## src/rtl/muldiv_seq_if.sv

```systemverilog
// Handshake and operand bundle between the vc16 execute stage and the
// iterative multiply/divide sequencer.
interface muldiv_seq_if #(
  parameter int RV = 32
);
  logic          start;
  logic          mult;
  logic          div;
  logic          sgn;
  logic [RV-1:0] a;
  logic [RV-1:0] b;
  logic          kill;
  logic          busy;
  logic          done;
  logic [RV-1:0] result;
  logic [RV-1:0] rem;

  modport master (
    output start, mult, div, sgn, a, b, kill,
    input  busy, done, result, rem
  );

  modport slave (
    input  start, mult, div, sgn, a, b, kill,
    output busy, done, result, rem
  );
endinterface

```

## src/rtl/muldiv_seq.sv

```systemverilog
// Radix-2 iterative multiply (low half) / restoring divide sequencer.
// Signed operands are handled as magnitudes with a sign fix-up on the way into FIN.
module muldiv_seq #(
  parameter int RV = 32,
  parameter int CW = $clog2(RV) + 1
) (
  input logic         clk,
  input logic         reset,
  muldiv_seq_if.slave bus
);

  typedef enum logic [1:0] {ST_IDLE, ST_MUL, ST_DIV, ST_FIN} state_t;

  state_t        state_r, state_nx_s;
  logic [CW-1:0] cnt_r;
  logic [RV-1:0] acc_r;     // product accumulator, or partial remainder
  logic [RV-1:0] mcand_r;   // multiplicand, or divisor
  logic [RV-1:0] mplier_r;  // multiplier, or dividend shifting into quotient
  logic          neg_r;
  logic          rneg_r;
  logic [RV-1:0] result_r;
  logic [RV-1:0] rem_r;

  logic          acc_mul_s, acc_div_s;
  logic [RV-1:0] abs_a_s, abs_b_s;
  logic [RV-1:0] mul_acc_s;
  logic [RV:0]   div_shift_s;
  logic          div_ge_s;
  logic [RV-1:0] div_rem_s, div_quot_s;

  function automatic logic [RV-1:0] cond_neg(input logic n, input logic [RV-1:0] v);
    return n ? -v : v;
  endfunction

  assign bus.busy   = (state_r != ST_IDLE);
  assign bus.done   = (state_r == ST_FIN);
  assign bus.result = result_r;
  assign bus.rem    = rem_r;

  // Accept decode, operand magnitudes and one iteration step of each datapath
  always_comb begin
    acc_mul_s   = (state_r == ST_IDLE) && bus.start && !bus.kill && bus.mult;
    acc_div_s   = (state_r == ST_IDLE) && bus.start && !bus.kill && !bus.mult && bus.div;
    abs_a_s     = cond_neg(bus.sgn & bus.a[RV-1], bus.a);
    abs_b_s     = cond_neg(bus.sgn & bus.b[RV-1], bus.b);
    mul_acc_s   = mplier_r[0] ? (acc_r + mcand_r) : acc_r;
    div_shift_s = {acc_r, mplier_r[RV-1]};
    div_ge_s    = (div_shift_s >= {1'b0, mcand_r});
    div_rem_s   = div_ge_s ? (div_shift_s[RV-1:0] - mcand_r) : div_shift_s[RV-1:0];
    div_quot_s  = {mplier_r[RV-2:0], div_ge_s};
  end

  // State register
  always_ff @(posedge clk or negedge reset) begin
    if (!reset) begin
      state_r <= ST_IDLE;
    end else begin
      state_r <= state_nx_s;
    end
  end

  // Next-state logic; kill overrides a same-cycle start, FIN always completes
  always_comb begin
    state_nx_s = state_r;
    case (state_r)
      ST_IDLE: begin
        if (acc_mul_s) begin
          state_nx_s = ST_MUL;
        end else if (acc_div_s) begin
          state_nx_s = (bus.b == {RV{1'b0}}) ? ST_FIN : ST_DIV;
        end else begin
          state_nx_s = ST_IDLE;
        end
      end
      ST_MUL, ST_DIV: begin
        if (bus.kill) begin
          state_nx_s = ST_IDLE;
        end else if (cnt_r == CW'(1)) begin
          state_nx_s = ST_FIN;
        end else begin
          state_nx_s = state_r;
        end
      end
      ST_FIN:  state_nx_s = ST_IDLE;
      default: state_nx_s = ST_IDLE;
    endcase
  end

  // Datapath: operand capture, iteration, and signed result on the final step
  always_ff @(posedge clk or negedge reset) begin
    if (!reset) begin
      cnt_r    <= {CW{1'b0}};
      acc_r    <= {RV{1'b0}};
      mcand_r  <= {RV{1'b0}};
      mplier_r <= {RV{1'b0}};
      neg_r    <= 1'b0;
      rneg_r   <= 1'b0;
      result_r <= {RV{1'b0}};
      rem_r    <= {RV{1'b0}};
    end else begin
      case (state_r)
        ST_IDLE: begin
          if (acc_mul_s) begin
            mcand_r  <= abs_a_s;
            mplier_r <= abs_b_s;
            acc_r    <= {RV{1'b0}};
            cnt_r    <= CW'(RV);
            neg_r    <= bus.sgn & (bus.a[RV-1] ^ bus.b[RV-1]);
            rneg_r   <= 1'b0;
          end else if (acc_div_s && (bus.b == {RV{1'b0}})) begin
            result_r <= {RV{1'b1}};
            rem_r    <= bus.a;
          end else if (acc_div_s) begin
            mcand_r  <= abs_b_s;
            mplier_r <= abs_a_s;
            acc_r    <= {RV{1'b0}};
            cnt_r    <= CW'(RV);
            neg_r    <= bus.sgn & (bus.a[RV-1] ^ bus.b[RV-1]);
            rneg_r   <= bus.sgn & bus.a[RV-1];
          end
        end
        ST_MUL: begin
          if (!bus.kill) begin
            acc_r    <= mul_acc_s;
            mcand_r  <= {mcand_r[RV-2:0], 1'b0};
            mplier_r <= {1'b0, mplier_r[RV-1:1]};
            cnt_r    <= cnt_r - CW'(1);
            if (cnt_r == CW'(1)) begin
              result_r <= cond_neg(neg_r, mul_acc_s);
              rem_r    <= {RV{1'b0}};
            end
          end
        end
        ST_DIV: begin
          if (!bus.kill) begin
            acc_r    <= div_rem_s;
            mplier_r <= div_quot_s;
            cnt_r    <= cnt_r - CW'(1);
            if (cnt_r == CW'(1)) begin
              result_r <= cond_neg(neg_r, div_quot_s);
              rem_r    <= cond_neg(rneg_r, div_rem_s);
            end
          end
        end
        default: begin
          cnt_r <= cnt_r;
        end
      endcase
    end
  end

endmodule
```

## src/flat_wrapper.sv

```systemverilog
// flat-port wrapper written by rule: the top's interface ports become plain ports
module muldiv_seq_flat 
#(
  parameter int RV = 32,
  parameter int CW = $clog2(RV) + 1
)
  (clk, reset, bus_start, bus_mult, bus_div, bus_sgn, bus_a, bus_b, bus_kill, bus_busy, bus_done, bus_result, bus_rem);
  muldiv_seq_if #(.RV(RV)) bus_i ();
  input logic clk;
  input logic reset;
  input wire logic [$bits(bus_i.start)-1:0] bus_start;
  input wire logic [$bits(bus_i.mult)-1:0] bus_mult;
  input wire logic [$bits(bus_i.div)-1:0] bus_div;
  input wire logic [$bits(bus_i.sgn)-1:0] bus_sgn;
  input wire logic [$bits(bus_i.a)-1:0] bus_a;
  input wire logic [$bits(bus_i.b)-1:0] bus_b;
  input wire logic [$bits(bus_i.kill)-1:0] bus_kill;
  output wire logic [$bits(bus_i.busy)-1:0] bus_busy;
  output wire logic [$bits(bus_i.done)-1:0] bus_done;
  output wire logic [$bits(bus_i.result)-1:0] bus_result;
  output wire logic [$bits(bus_i.rem)-1:0] bus_rem;
  assign bus_i.start = bus_start;
  assign bus_i.mult = bus_mult;
  assign bus_i.div = bus_div;
  assign bus_i.sgn = bus_sgn;
  assign bus_i.a = bus_a;
  assign bus_i.b = bus_b;
  assign bus_i.kill = bus_kill;
  assign bus_busy = bus_i.busy;
  assign bus_done = bus_i.done;
  assign bus_result = bus_i.result;
  assign bus_rem = bus_i.rem;
  muldiv_seq #(.RV(RV), .CW(CW)) u_core (.clk(clk), .reset(reset), .bus(bus_i));
endmodule
```

## config.mk

```make
export PLATFORM = sky130hd
export DESIGN_NAME = muldiv_seq_flat
export DESIGN_NICKNAME = d
export VERILOG_FILES = /design/src/rtl/muldiv_seq_if.sv /design/src/rtl/muldiv_seq.sv /design/src/flat_wrapper.sv
export SDC_FILE = /design/constraint.sdc
export NUM_CORES = 1
export LEC_CHECK = 0
export ABC_AREA = 1
export CORE_UTILIZATION = 36
export CTS_CLUSTER_DIAMETER = 150
export DETAILED_ROUTE_END_ITERATION = 6
export GPL_TIMING_DRIVEN = 0
export SLEW_MARGIN = 20
export SYNTH_ARGS = -nofsm -noshare
export SYNTH_HDL_FRONTEND = slang
export SYNTH_SLANG_ARGS = --single-unit
```

## constraint.sdc

```tcl
create_clock -name clk -period 9 [get_ports clk]
set_input_delay 0.9 -clock clk [delete_from_list [all_inputs] [get_ports clk]]
set_output_delay 0.9 -clock clk [all_outputs]
set_load 0.1 [all_outputs]
```

After elaboration in Yosys (flattened, before gate mapping) --
Index checks and enable logic that the tools add are counted.
Word-level totals: bits in registers 170, latch bits 0, memory bits (writable) 0, memory bits (read-only) 0, logic and storage cells 113, memories 0
Cells by class: $add $sub $neg 8, multiply operators 0, divide/modulo/power cells 0, $lt $le $gt $ge 1, equality and inequality tests 15, shift operators 0, muxes and demuxes 55, bitwise operators 4, reductions and logical operators 21
Operator list (number):
- $mux 32 | 33
- $pmux 32 s3 | 4
- $neg 32->32 | 5
- $pmux 32 s2 | 1
- $ge 33x32->1 | 1
- $add 32x32->32 | 1
- $logic_not 32->1 | 1
- $sub 32x32->32 | 1
- $mux 6 | 4
- $pmux 6 s2 | 1
- $ne 2x2->1 const B | 5
- $mux 2 | 4
- $reduce_and 4->1 | 2
- $reduce_bool 2->1 | 4
- $mux 1 | 7
- $reduce_and 7->1 | 1
- $eq 6x1->1 const B | 1
- $logic_and 1x1->1 | 6
- $ne 2x1->1 const B | 3
- $ne 3x1->1 const B | 2
- $pmux 2 s3 | 1
- $sub 6x1->6 const B | 1
- $reduce_and 5->1 | 1
- $eq 2x2->1 const B | 2
- 9 further kinds | 12

Depth between registers and ports, before layout --
depth after elaboration 9, mapped depth 32, mapped depth without buffers 31

Least setup slack after synthesis --
Ideal clock, no wire load.
path type reg-to-reg, start point register u_core.acc_r[1], end point register u_core.result_r[24] (netlist: u_core.bus.result[24]), library setup time 0.113 ns, arrival 3.633 ns, slack 5.254 ns, cell stages (with the launch flop) 27, buffers on the path 1, clock period less this slack 3.746 ns, cell sequence dfrtp_1 ha_1 nand2_1 nand2_1 nand2_1 nand2_1 nand2_1 nand3_2 nand2_2 nand2_4 a21oi_1 buf_2 ha_1 inv_1 nor2_1 nand3_1 nor3_1 nand4_1 nor4_1 nand2_1 o21ai_0 and2_1 o21ai_0 a21oi_1 nand2_1 nand2_1 inv_1
Between the ends: cells in the longest elaborated chain, start to end 7, elaborated cells between the ends (all ways) 12, classes of those cells add/sub: 3; order compare: 1; mux: 8
RTL lines:
- from (decl) | RTL line muldiv_seq.sv:16 | logic [RV-1:0] acc_r;
- from (signal assigned) | RTL line muldiv_seq.sv:93 | acc_r <= {RV{1'b0}};
- from (signal assigned) | RTL line muldiv_seq.sv:106 | acc_r <= {RV{1'b0}};
- from (signal assigned) | RTL line muldiv_seq.sv:116 | acc_r <= {RV{1'b0}};
- $add 32x32->32 | RTL line muldiv_seq.sv:46 | mul_acc_s = mplier_r[0] ? (acc_r + mcand_r) : acc_r;
- $mux 32 | RTL line muldiv_seq.sv:46
- $neg 32->32 | RTL line muldiv_seq.sv:32 | return n ? -v : v;
- $mux 32 | RTL line muldiv_seq.sv:32
- $mux 32 | RTL line muldiv_seq.sv:128 | if (cnt_r == CW'(1)) begin
- $mux 32 | RTL line muldiv_seq.sv:123 | if (!bus.kill) begin
- $pmux 32 s3 (*) | RTL line muldiv_seq.sv:101 | case (state_r)
- to (signal assigned) | RTL line muldiv_seq.sv:98 | result_r <= {RV{1'b0}};
- to (signal assigned) | RTL line muldiv_seq.sv:111 | result_r <= {RV{1'b1}};
- to (signal assigned) | RTL line muldiv_seq.sv:129 | result_r <= cond_neg(neg_r, mul_acc_s);
- to (decl) | RTL line muldiv_seq.sv:21 | logic [RV-1:0] result_r;
Every way passes the cells marked *; elsewhere a longest branch is shown, timed or not. The select of a mux whose other input is x is not followed. A chain may end at the register's enable or synchronous reset.

Final worst setup path --
start point register u_core.mcand_r[20], end point register u_core.result_r[24] (netlist: u_core.bus.result[24])
Between the ends: cells in the longest elaborated chain, start to end 7, elaborated cells between the ends (all ways) 12, classes of those cells add/sub: 3; order compare: 1; mux: 8
RTL lines:
- from (decl) | RTL line muldiv_seq.sv:17 | logic [RV-1:0] mcand_r;
- from (signal assigned) | RTL line muldiv_seq.sv:94 | mcand_r <= {RV{1'b0}};
- from (signal assigned) | RTL line muldiv_seq.sv:104 | mcand_r <= abs_a_s;
- from (signal assigned) | RTL line muldiv_seq.sv:114 | mcand_r <= abs_b_s;
- $add 32x32->32 | RTL line muldiv_seq.sv:46
- $mux 32 | RTL line muldiv_seq.sv:46
- $neg 32->32 | RTL line muldiv_seq.sv:32
- $mux 32 | RTL line muldiv_seq.sv:32
- $mux 32 | RTL line muldiv_seq.sv:128
- $mux 32 | RTL line muldiv_seq.sv:123
- $pmux 32 s3 (*) | RTL line muldiv_seq.sv:101
Marked as above.

==> qor.csv <==
metric,value,unit
max-slew-margin-rel,14.6,%
synth_async_sr_flop_share,100,%
mean_number_of_vias_per_cell,5.60,
number_of_buffers_created_by_cts,17,
cts.root.buffer_cell,sky130_fd_sc_hd__clkbuf_16,
detail_route.wl_per_cell,22.3,um
cts_hold_buffers,0,
synthesis.yosys.warnings,0,
synth.lib_cells_used.distinct,61,
die-width,230,um
setup.worst_path.class,flip-flop to flip-flop,
rr_worst_depth,27,
worstReg2RegEnd,u_core.bus.result[24]$_DFFE_PN0P_,
floorplan.initialDensity,36.4,%
tritoncts,built,
routed-via-count,22500,
startpoint_type,flip-flop,
timing.clock.skew,0.0169,ns
ctsHtreeMaxLevel,4,
flops_latches_synth,170,
cp-end-kind,flip-flop,
regToRegStartpoint,u_core.mcand_r[20]$_DFFE_PN0P_,
post_cts_setup_buffer_count,0,
finalWorstPathRequiredPeriod,5.61,ns
drv_cap,0,
detailed_place_hpwl,74.0,mm
ys_top_cells_by_area,"sky130_fd_sc_hd__dfrtp_1, sky130_fd_sc_hd__nand2_1, sky130_fd_sc_hd__inv_1",
grt_usage,33.3,%
rows,83,
setup_violations,0,
critPathMaxFanout,10,
seq_area_frac_synth,22.8,%
finalNetCount,3459,
synth_common_cells,"sky130_fd_sc_hd__nand2_1, sky130_fd_sc_hd__inv_1, sky130_fd_sc_hd__nor2_1, sky130_fd_sc_hd__nand3_1, sky130_fd_sc_hd__o21ai_0",
route.detailed.drc,0,
final_util,42.0,%
final_design_area_no_fill,0.0216,mm2
tightest_slew,1.27,ns
core-area,0.0513,mm2
post_synth.cell_area_avg,5.92,um2
die_height,230,um
drt-initial-drc-count,2840,
port_buffers,136,
grt_remaining_overflow,0,
min_period_over_period,62.3,%
clkLatencyLatePin,0.47,ns
final_routed_wirelength,89.4,mm
synth_enable_flop_cells,0,
netlist_instances,3157,
fmaxAchievable,178,MHz
cts-root-to-sink-buffers,2,
synth.largest_area_cell,sky130_fd_sc_hd__dfrtp_1,
firstDrtPassIters,6,
clk_transition_reported_paths,0.08,ns
synth_area,0.0187,mm2
grt_first_pass_wirelength,131,mm
drv_slew,0,
areaGrowthSynthToFinish,15.3,%
critPathRequiredTime,9.35,ns
worst-r2r-setup-slack,3.39,ns
status,finished clean,
hold_slack,0.458,ns
ant_nets,0,
clock-sinks,170,
post_route_cells_drive_above_1_share,5.26,%
critPathArrivalTime,5.96,ns
synth-main-ff-cell,sky130_fd_sc_hd__dfrtp_1,
die_area,0.0529,mm2
place_area,0.0209,mm2
final_hold_viol_count,0,
synth.most_common_cell,sky130_fd_sc_hd__nand2_1,
place.gp.congestion,1.07,
syn_nets,3303,
unrepaired_setup_endpoints_after_global_routing,false,
post_cts_resize_count,0,
pin_count_of_the_biggest_net_entering_global_routing,88,
number_of_global_route_vias_before_repair,20900,
hold_path.class,primary input to async pin,
initial_antenna_violation_count,9,
io-pin-count,137,
synth.top_cell.area_share,22.8,%
-- sequential cells by signal (all words and copies together), names as in the netlist --
register           flops
u_core.cnt_r           6
u_core.bus.rem        32
u_core.mplier_r       32
u_core.bus.result     32
u_core.mcand_r        32
u_core.state_r         2
u_core.rneg_r          1
u_core.neg_r           1
u_core.acc_r          32
-- worst max-delay path, cell delays in order, from the launching register on --
cell	delay, ns
sky130_fd_sc_hd__dfrtp_1	0.59
sky130_fd_sc_hd__inv_1	0.21
sky130_fd_sc_hd__ha_1	0.41
sky130_fd_sc_hd__nand2_1	0.13
sky130_fd_sc_hd__inv_1	0.05
sky130_fd_sc_hd__nand2_1	0.05
sky130_fd_sc_hd__nand2_1	0.06
sky130_fd_sc_hd__nand2_1	0.06
sky130_fd_sc_hd__nand2_1	0.10
sky130_fd_sc_hd__nand2_1	0.10
sky130_fd_sc_hd__nand3_1	0.10
sky130_fd_sc_hd__a21oi_1	0.42
sky130_fd_sc_hd__buf_2	0.39
sky130_fd_sc_hd__ha_1	0.23
sky130_fd_sc_hd__inv_1	0.06
sky130_fd_sc_hd__nor2_1	0.14
sky130_fd_sc_hd__nand3_1	0.11
sky130_fd_sc_hd__nor3_1	0.33
sky130_fd_sc_hd__nand4_1	0.24
sky130_fd_sc_hd__nor4_1	0.58
sky130_fd_sc_hd__nand2_1	0.15
sky130_fd_sc_hd__o21ai_0	0.22
sky130_fd_sc_hd__and2_1	0.15
sky130_fd_sc_hd__o21ai_0	0.16
sky130_fd_sc_hd__a21oi_1	0.19
sky130_fd_sc_hd__nand2_1	0.14
sky130_fd_sc_hd__nand2_1	0.08
sky130_fd_sc_hd__inv_1	0.04
-- routing by layer --
layer	global-route usage (%)	vias up	share of wire [%]
met3	9.69	293	12
li1	-	10600	-
met2	48.5	1217	41
met4	19.5	14	6.5
met1	43.5	10300	41
met5	0	-	0.10
-- per-stage QoR --
stage / TNS (ns) / instances / setup slack (ns)
finish: 0 / 4008 / 3.39
global route: 0 / 4006 / 2.93
CTS: 0 / 4006 / 3.52
detailed placement: 0 / 3974 / 3.52
global placement: -93.64 / 3973 / -0.588
floorplan: 0 / 3157 / 5.25
-- worst max-delay path by stage --
stage	to	slack, ns	startpoint
2_1_floorplan	u_core.bus.result[24]$_DFFE_PN0P_	5.25	u_core.acc_r[1]$_DFFE_PN0P_
3_3_place_gp	u_core.bus.rem[22]$_DFFE_PN0P_	-0.59	reset
3_5_place_dp	u_core.bus.result[24]$_DFFE_PN0P_	3.52	u_core.mcand_r[6]$_DFFE_PN0P_
4_1_cts	u_core.bus.result[24]$_DFFE_PN0P_	3.52	u_core.mcand_r[6]$_DFFE_PN0P_
5_1_grt	u_core.bus.result[24]$_DFFE_PN0P_	2.93	u_core.mcand_r[6]$_DFFE_PN0P_
6_report	u_core.bus.result[24]$_DFFE_PN0P_	3.39	u_core.mcand_r[20]$_DFFE_PN0P_
-- layout make-up --
| type | count | area (um2) |
|---|---|---|
| fill | 5688 | 29700 |
| multi-input combinational | 2450 | 12300 |
| sequential | 170 | 4250 |
| inverter | 423 | 1590 |
| timing repair buffer | 137 | 1390 |
| tap | 680 | 851 |
| buffer | 114 | 546 |
| clock buffer | 21 | 470 |
| clock inverter | 11 | 134 |
| antenna | 2 | 5.00 |
-- kinds of logic (layout without fill, tap and decap cells) --
logic type,after synthesis,in the layout,share of synthesized area (%)
buf+inv,537,706,11.4
xor+xnor,68,68,3.19
compound gates,597,597,18.1
flops,170,170,22.8
simple gates,1710,1710,39.5
fa+ha+maj,75,75,5.10
other cells,0,2,0
-- layout by cell type (no fill, tap or decap), types with 4 or more instances in the layout --
cell	instances
sky130_fd_sc_hd__a21oi_1	187
sky130_fd_sc_hd__a21oi_2	6
sky130_fd_sc_hd__a221oi_1	10
sky130_fd_sc_hd__a22oi_1	18
sky130_fd_sc_hd__a31oi_1	14
sky130_fd_sc_hd__and2_1	8
sky130_fd_sc_hd__buf_1	12
sky130_fd_sc_hd__buf_2	12
sky130_fd_sc_hd__buf_6	7
sky130_fd_sc_hd__clkbuf_1	78
sky130_fd_sc_hd__clkbuf_16	17
sky130_fd_sc_hd__clkdlybuf4s50_1	135
sky130_fd_sc_hd__dfrtp_1	170
sky130_fd_sc_hd__ha_1	73
sky130_fd_sc_hd__inv_1	409
sky130_fd_sc_hd__inv_2	11
sky130_fd_sc_hd__nand2_1	865
sky130_fd_sc_hd__nand2_2	33
sky130_fd_sc_hd__nand2_4	4
sky130_fd_sc_hd__nand3_1	273
sky130_fd_sc_hd__nand3_2	11
sky130_fd_sc_hd__nand3b_1	17
sky130_fd_sc_hd__nand4_1	36
sky130_fd_sc_hd__nor2_1	362
sky130_fd_sc_hd__nor2_2	28
sky130_fd_sc_hd__nor2_4	4
sky130_fd_sc_hd__nor3_1	41
sky130_fd_sc_hd__nor4_1	8
sky130_fd_sc_hd__o211ai_1	30
sky130_fd_sc_hd__o21ai_0	252
sky130_fd_sc_hd__o21ai_1	11
sky130_fd_sc_hd__o21bai_1	8
sky130_fd_sc_hd__o221ai_1	11
sky130_fd_sc_hd__o22ai_1	23
sky130_fd_sc_hd__o31ai_1	5
sky130_fd_sc_hd__or2_2	10
sky130_fd_sc_hd__xnor2_1	14
sky130_fd_sc_hd__xor2_1	54
Power is not shown: default switching activity piles up to over one toggle a cycle in this logic, so the estimate is an artifact.
